File: src/rtl/serial_adder_ctrl.sv
// Bit-serial WIDTH-bit adder: one fullAdder fed LSB first, with valid/ready on both sides.
// Optional signed-overflow output outOvf is enabled by defining SERIAL_ADDER_OVF_EN.

module fullAdder (
    input  logic a,
    input  logic b,
    input  logic ci,
    output logic s,
    output logic co
);
    assign s  = a ^ b ^ ci;
    assign co = (a & b) | (ci & (a ^ b));
endmodule

module serial_adder_ctrl #(
    parameter int WIDTH = 8
) (
    input  logic             clk,
    input  logic             rst_n,
    input  logic             inValid,
    output logic             inReady,
    input  logic [WIDTH-1:0] inOp1,
    input  logic [WIDTH-1:0] inOp2,
    input  logic             inCi,
    output logic             outValid,
    input  logic             outReady,
    output logic [WIDTH-1:0] outRes,
    output logic             outCo,
`ifdef SERIAL_ADDER_OVF_EN
    output logic             outOvf,
`endif
    output logic             busy
);
    localparam int CW = (WIDTH > 1) ? $clog2(WIDTH) : 1;
    localparam logic [CW-1:0] LAST_BIT = CW'(WIDTH - 1);

    typedef enum logic [1:0] {
        IDLE = 2'd0,
        ADD  = 2'd1,
        DONE = 2'd2
    } state_t;

    state_t           r_state;
    logic [WIDTH-1:0] r_op1;
    logic [WIDTH-1:0] r_op2;
    logic [WIDTH-1:0] r_res;
    logic             r_carry;
    logic [CW-1:0]    r_cnt;
    logic             w_sum;
    logic             w_co;
    logic [WIDTH-1:0] w_res_next;

    fullAdder u_fa (
        .a  (r_op1[0]),
        .b  (r_op2[0]),
        .ci (r_carry),
        .s  (w_sum),
        .co (w_co)
    );

    // Sum bits enter at the MSB so the first (LSB) bit lands at bit 0 after WIDTH shifts.
    assign w_res_next = {w_sum, r_res[WIDTH-1:1]};

    // Control FSM, datapath shift registers and registered handshake outputs.
    always_ff @(posedge clk or negedge rst_n) begin
        if (!rst_n) begin
            r_state  <= IDLE;
            r_op1    <= {WIDTH{1'b0}};
            r_op2    <= {WIDTH{1'b0}};
            r_res    <= {WIDTH{1'b0}};
            r_carry  <= 1'b0;
            r_cnt    <= {CW{1'b0}};
            outRes   <= {WIDTH{1'b0}};
            outCo    <= 1'b0;
            outValid <= 1'b0;
            busy     <= 1'b0;
            inReady  <= 1'b1;
`ifdef SERIAL_ADDER_OVF_EN
            outOvf   <= 1'b0;
`endif
        end else begin
            case (r_state)
                IDLE: begin
                    if (inValid && inReady) begin
                        r_op1   <= inOp1;
                        r_op2   <= inOp2;
                        r_carry <= inCi;
                        r_cnt   <= {CW{1'b0}};
                        r_res   <= {WIDTH{1'b0}};
                        r_state <= ADD;
                        inReady <= 1'b0;
                        busy    <= 1'b1;
                    end else begin
                        r_state <= IDLE;
                    end
                end
                ADD: begin
                    r_op1   <= {1'b0, r_op1[WIDTH-1:1]};
                    r_op2   <= {1'b0, r_op2[WIDTH-1:1]};
                    r_res   <= w_res_next;
                    r_carry <= w_co;
                    if (r_cnt == LAST_BIT) begin
                        r_state  <= DONE;
                        busy     <= 1'b0;
                        outValid <= 1'b1;
                        outRes   <= w_res_next;
                        outCo    <= w_co;
`ifdef SERIAL_ADDER_OVF_EN
                        // r_carry is the carry into the MSB on this final step.
                        outOvf   <= r_carry ^ w_co;
`endif
                    end else begin
                        r_cnt <= r_cnt + 1'b1;
                    end
                end
                DONE: begin
                    if (outReady) begin
                        r_state  <= IDLE;
                        outValid <= 1'b0;
                        inReady  <= 1'b1;
                    end else begin
                        r_state <= DONE;
                    end
                end
                default: begin
                    r_state  <= IDLE;
                    outValid <= 1'b0;
                    busy     <= 1'b0;
                    inReady  <= 1'b1;
                end
            endcase
        end
    end
endmodule

File: config.mk
export PLATFORM = sky130hd
export DESIGN_NAME = serial_adder_ctrl
export DESIGN_NICKNAME = d
export VERILOG_FILES = /design/src/rtl/serial_adder_ctrl.sv
export SDC_FILE = /design/constraint.sdc
export NUM_CORES = 1
export LEC_CHECK = 0
export ABC_CLOCK_PERIOD_IN_PS = 4300
export CORE_MARGIN = 1
export CORE_UTILIZATION = 40
export DETAILED_ROUTE_END_ITERATION = 16
export GPL_ROUTABILITY_DRIVEN = 0
export GPL_TIMING_DRIVEN = 0
export MAX_ROUTING_LAYER = met4
export PLACE_DENSITY = 0.6
export SLEW_MARGIN = 20
export SYNTH_ARGS = -nofsm -noshare
export SYNTH_HDL_FRONTEND = slang
export SYNTH_SLANG_ARGS = --single-unit
File: constraint.sdc
create_clock -name clk -period 4.3 [get_ports clk]
set_input_delay 0.86 -clock clk [delete_from_list [all_inputs] [get_ports clk]]
set_output_delay 0.86 -clock clk [all_outputs]
set_load 0.005 [all_outputs]
# Word-level counts from Yosys, hierarchy flattened
# Index checks and enable logic that the tools add are counted.
# word_totals
regBits	42
input_bits	21
out_inout_bits	12
word_cells	60
# op_classes
n_addsub	1
n_eq_ne	7
muxes	24
n_bitwise	8
reduce_logical	9
# op_table
op	n
case mux 8 bit (2 select lines)	3
two-way mux 8 bit	3
AND reduction 3 bit	4
case mux 1 bit (3 select lines)	3
two-way mux 1 bit	8
!= test 2 bit (second input constant)	4
two-way mux 3 bit	2
case mux 2 bit (3 select lines)	1
case mux 3 bit (2 select lines)	1
two-way mux 2 bit	2
AND reduction 2 bit	2
adder 3 x 1 -> 3 bit (second input constant)	1
== test 3 bit (second input constant)	1
NOT 1 bit	3
AND 1 bit	2
== test 2 x 1 -> 1 bit (second input constant)	1
== test 2 bit (second input constant)	1
zero test 2 bit	1
case mux 1 bit (2 select lines)	1
nonzero test 2 bit	1
bitwise XOR 1 bit	2
logical AND 1 bit	1
bitwise OR 1 bit	1

# Logic depth before layout (Yosys ltp)
# depth
word_depth	4
depth_mapped	5
depth_no_buf	5

# Modules after synthesis
# From an unflattened synthesis, not the netlist that was laid out.
# unflattened
cells_unflattened	155
area_unflattened_um2	1770.4
# by_module_without_submodules
module	instances	cells_per_inst	area_per_inst_um2	seq_area_each_um2
serial_adder_ctrl	1	154	1750.4	1027.2
fullAdder	1	1	20.0	0.0

# Worst setup path before layout
# No wires, ideal clock.
# synth_path
kind	in2reg
from	input inValid
to	register r_op1[0]
setup_time_ps	123
t_arrival_ps	1580
required_ps	4177
slack_ps	2597
path_stages	5
path_buffers	2
cell_sequence	and4bb_1 > buf_6 > buf_12 > mux2i_1 > o21ai_1
# synth_between
elab_chain_cells	3
# synth_lines
item	line_no	rtl
start: declaration	20	input logic inValid,
logical AND 1 bit	84	if (inValid && inReady) begin
!= test 2 bit (no line)	n/a	
AND reduction 2 bit (no line)	n/a	
end signal: assignment	68	r_op1 <= {WIDTH{1'b0}};
end signal: assignment	85	r_op1 <= inOp1;
end signal: assignment	98	r_op1 <= {1'b0, r_op1[WIDTH-1:1]};
end: declaration	44	logic [WIDTH-1:0] r_op1;
# No other way between the ends.
# A chain may end at the register's enable or synchronous reset.

# Worst setup path in the final report
# layout_path
from	register inReady
to	output inReady
# layout_lines
item	line_no	rtl
start: declaration	21	output logic inReady,
start signal: assignment	77	inReady <= 1'b1;
start signal: assignment	91	inReady <= 1'b0;
start signal: assignment	120	inReady <= 1'b1;
# No word-level cell between the ends.

==> key figures <==
Route
  – Number of vias per cell after detailed routing: 5.08
  – Detail Route Antenna Nets: 0
  – Overall routed net length: approximately 3500 µm
  – DR vias: 1,250
  – Iteration count of the initial detailed-routing pass: 4
  – Post-detailed-route wirelength per cell: roughly 14 µm
  – Starting DRC count in detailed routing: just under 60
  – DRC violations left: 0

Synthesis
  – Post-Syn Instances: 155
  – Number of different library cells in the post-synthesis netlist: 25
  – Proportion of synthesized chip area in sequential cells: 58.1%
  – Proportion of netlist area held by the largest area contributor: 56.6%
  – Post-Synthesis Cell Area: 0.00177 mm²
  – Largest area contributor in the netlist: dfrtp_1
  – Flip-flop and latch count after synthesis: 41
  – Synthesized netlist net count: 179
  – Number of warning messages in the yosys log: 0
  – Synthesized area divided by synthesized cell count: approximately 11 µm²
  – Area contributors post-synth: dfrtp_1 57%, mux2i_1 8.5%, nand2_1 7.6%

Run
  – Max-cap check violation count: 0

Die
  – Row Count: 23
  – Initial Util: approximately 43%
  – I/O pin total: 33
  – Area of the die: 0.00469 mm²
  – Die extent in y: 68.5 µm
  – Die X: 68.5 µm
  – Area of the core: about 0.0041 mm²

Timing
  – Final critical-path share of the clock period: around 52%
  – F_max: about 450 MHz
  – Final worst setup slack: 2.07 ns
  – Setup TNS after final layout: 0 ns
  – Final Hold Viols: 0
  – # setup viols final: 0
  – Setup repair after global routing missed its margin: no
  – Measured slew at the worst slew-check pin: 0.368 ns
  – Max-Slew Margin vs Limit: 75.5%
  – Final critical path time including I/O delays and setup: 2.23 ns
  – Final Max Tran Viols: 0
  – Clock tree skew after final layout: 0.00593 ns

Pwr
  – Total net switching power: between 300 and 400 µW
  – Peak supply drop: 0.000231 V
  – Relative contribution of the clock network to total power: 21.0%
  – Switching fraction of total power: between 20 and 30%
  – PwrDens: 507 mW/mm²
  – Combinational Power Share: 28.3%
  – Sequential power share: 50.7%
  – Leak Pwr: 0.000997 µW
  – Cell Int Power: 800 µW

Worst setup path
  – Worst setup path category: flop to primary output
  – Crit path from: inReady
  – Crit-path cells: clkdlybuf4s50_1
  – Required arrival time at the worst endpoint: between 3 and 4 ns
  – Slowest library cell on the worst path: dfstp_2
  – Peak fanout along the critical path: 4
  – Startpoint of the worst register-to-register path: r_cnt[0]
  – Capturing point of the worst reg2reg path: r_cnt[0]
  – Nature of the critical path endpoint: primary output
  – WP data arrival: 1.37 ns
  – Worst reg2reg path depth: 5
  – Reg-to-reg slack, setup: 2.68 ns
  – Largest delay contributor family on the critical path: flip-flops
  – Slowest cell delay on critical path: roughly 0.56 ns
  – Critical path launch point type: flop
  – Worst path bufs/invs: 1

Placed design
  – Number of I/O port buffers: 32
  – Inst Count DP: 238
  – Placement-stage worst setup slack: 1.96 ns
  – Placed inst area: around 0.0022 mm²
  – HPWL after DPL: approximately 2500 µm

Final layout
  – Share of final-layout standard cells stronger than drive strength 1: between 15 and 20%
  – Most frequent cells in the layout: 40 x dfrtp_1, 36 x nand2_1, 31 x clkdlybuf4s50_1
  – Area overhead of the layout relative to synthesis: 27.2%
  – Layout Utilization: 54.6%
  – Antenna cell count: 0
  – Non-Filler Cell Area, Final: 0.00225 mm²
  – Most frequent standard cell in the layout excluding fill and tap cells: dfrtp_1
  – Non-Filler Instances: 246
  – Number of nets in the final layout: 219

GRT
  – GRT overflow: 0
  – Global-route wire length before repair: 5720 µm
  – Number of global-route vias before repair: roughly 1,200
  – Maximum number of pins on one net before global-route repair: 34
  – Number of antenna violations at the first check in global routing: 0
  – Tot GR Track Use: between 15 and 20%

Clocking
  – H-tree levels: 2
  – Number of hold buffers added after CTS: 0
  – Number of buffers between clock root and the deepest sink: 2
  – Post-cts resize count: 0
  – Insertion delay of the later-clocked pin in the worst-skew pair: 0.29 ns
  – Root buf cell: clkbuf_8
  – Clock tree from TritonCTS: yes
  – Post-CTS setup-driven buffer insertion count: 0
  – Clock-pin slew of the registers on the worst-case setup and hold paths: 0.08 ns
  – Number of buffers added by the clock tree synthesis step: 5
  – Clock net sink count: 41

Outcome
  – Outcome: finished clean

Worst hold path
  – Worst Hold Class: primary input to asynchronous set/reset pin
==> sequential cells by signal, indices dropped and copies added, names as in the netlist <==
signal and flops:
outCo 1, inReady 1, r_op1 8, busy 1, r_op2 8, outRes 8
r_res 7, r_cnt 3, r_carry 1, r_state 2, outValid 1
==> power groups by stage <==
stage / Clock, µW / Combinational, µW / Sequential (µW)
finish: 240 / 322 / 578
CTS: 251 / 328 / 578
floorplan: 0 / 185 / 569
detailed placement: 0 / 327 / 586
global route: 269 / 372 / 595
global placement: 0 / 314 / 576
==> area by class of cell <==
cell class,instances,area (µm²)
clock buffer,6,72.6
clock inverter,2,10.0
sequential,41,1030
multi-input combinational,105,677
fill,359,1870
tap,50,62.6
inverter,1,3.75
buffer,8,60.1
timing repair buffer,33,335
==> stage by stage <==
stage               hold WS, ns  total power [µW]
global route              0.418              1240
global placement          0.464               890
CTS                       0.413              1160
detailed placement        0.479               913
floorplan                 0.455               754
finish                    0.417              1140
==> metal layers <==
layer,track usage (%),up-vias,routed length [µm]
li1,-,603,-
met1,21.1,608,1600
met2,27.3,31,1670
met3,4.00,8,120
met4,8.59,0,65
met5,-,-,0
==> synthesized netlist by cell type, drive strengths merged <==
library cell	count
dfrtp	40
nand2	37
o21ai	26
mux2i	15
mux2	10
buf	8
nor2	3
a21oi	2
a22o	2
ha	2
nand2b	2
and4bb	1
dfstp	1
fa	1
inv	1
nor2b	1
nor3	1
nor3b	1
o21a	1
==> logic make-up after synthesis <==
kind of cell / Yosys count / synth area share (%)
flops: 41 / 58.1
simple gates: 46 / 11.5
compound gates: 31 / 9.34
mux: 25 / 14.9
buf+inv: 9 / 3.61
fa+ha+maj: 3 / 2.55
==> worst max path at each step <==
| stage | endpoint | cells past startpoint |
|---|---|---|
| 2_1_floorplan | r_op1[0] | 5 |
| 3_3_place_gp | r_op2[2] | 1 |
| 3_5_place_dp | r_op2[6] | 6 |
| 4_1_cts | inReady | 1 |
| 5_1_grt | inReady | 1 |
| 6_report | inReady | 1 |
No activity file was read; power rests on OpenSTA's default activity.
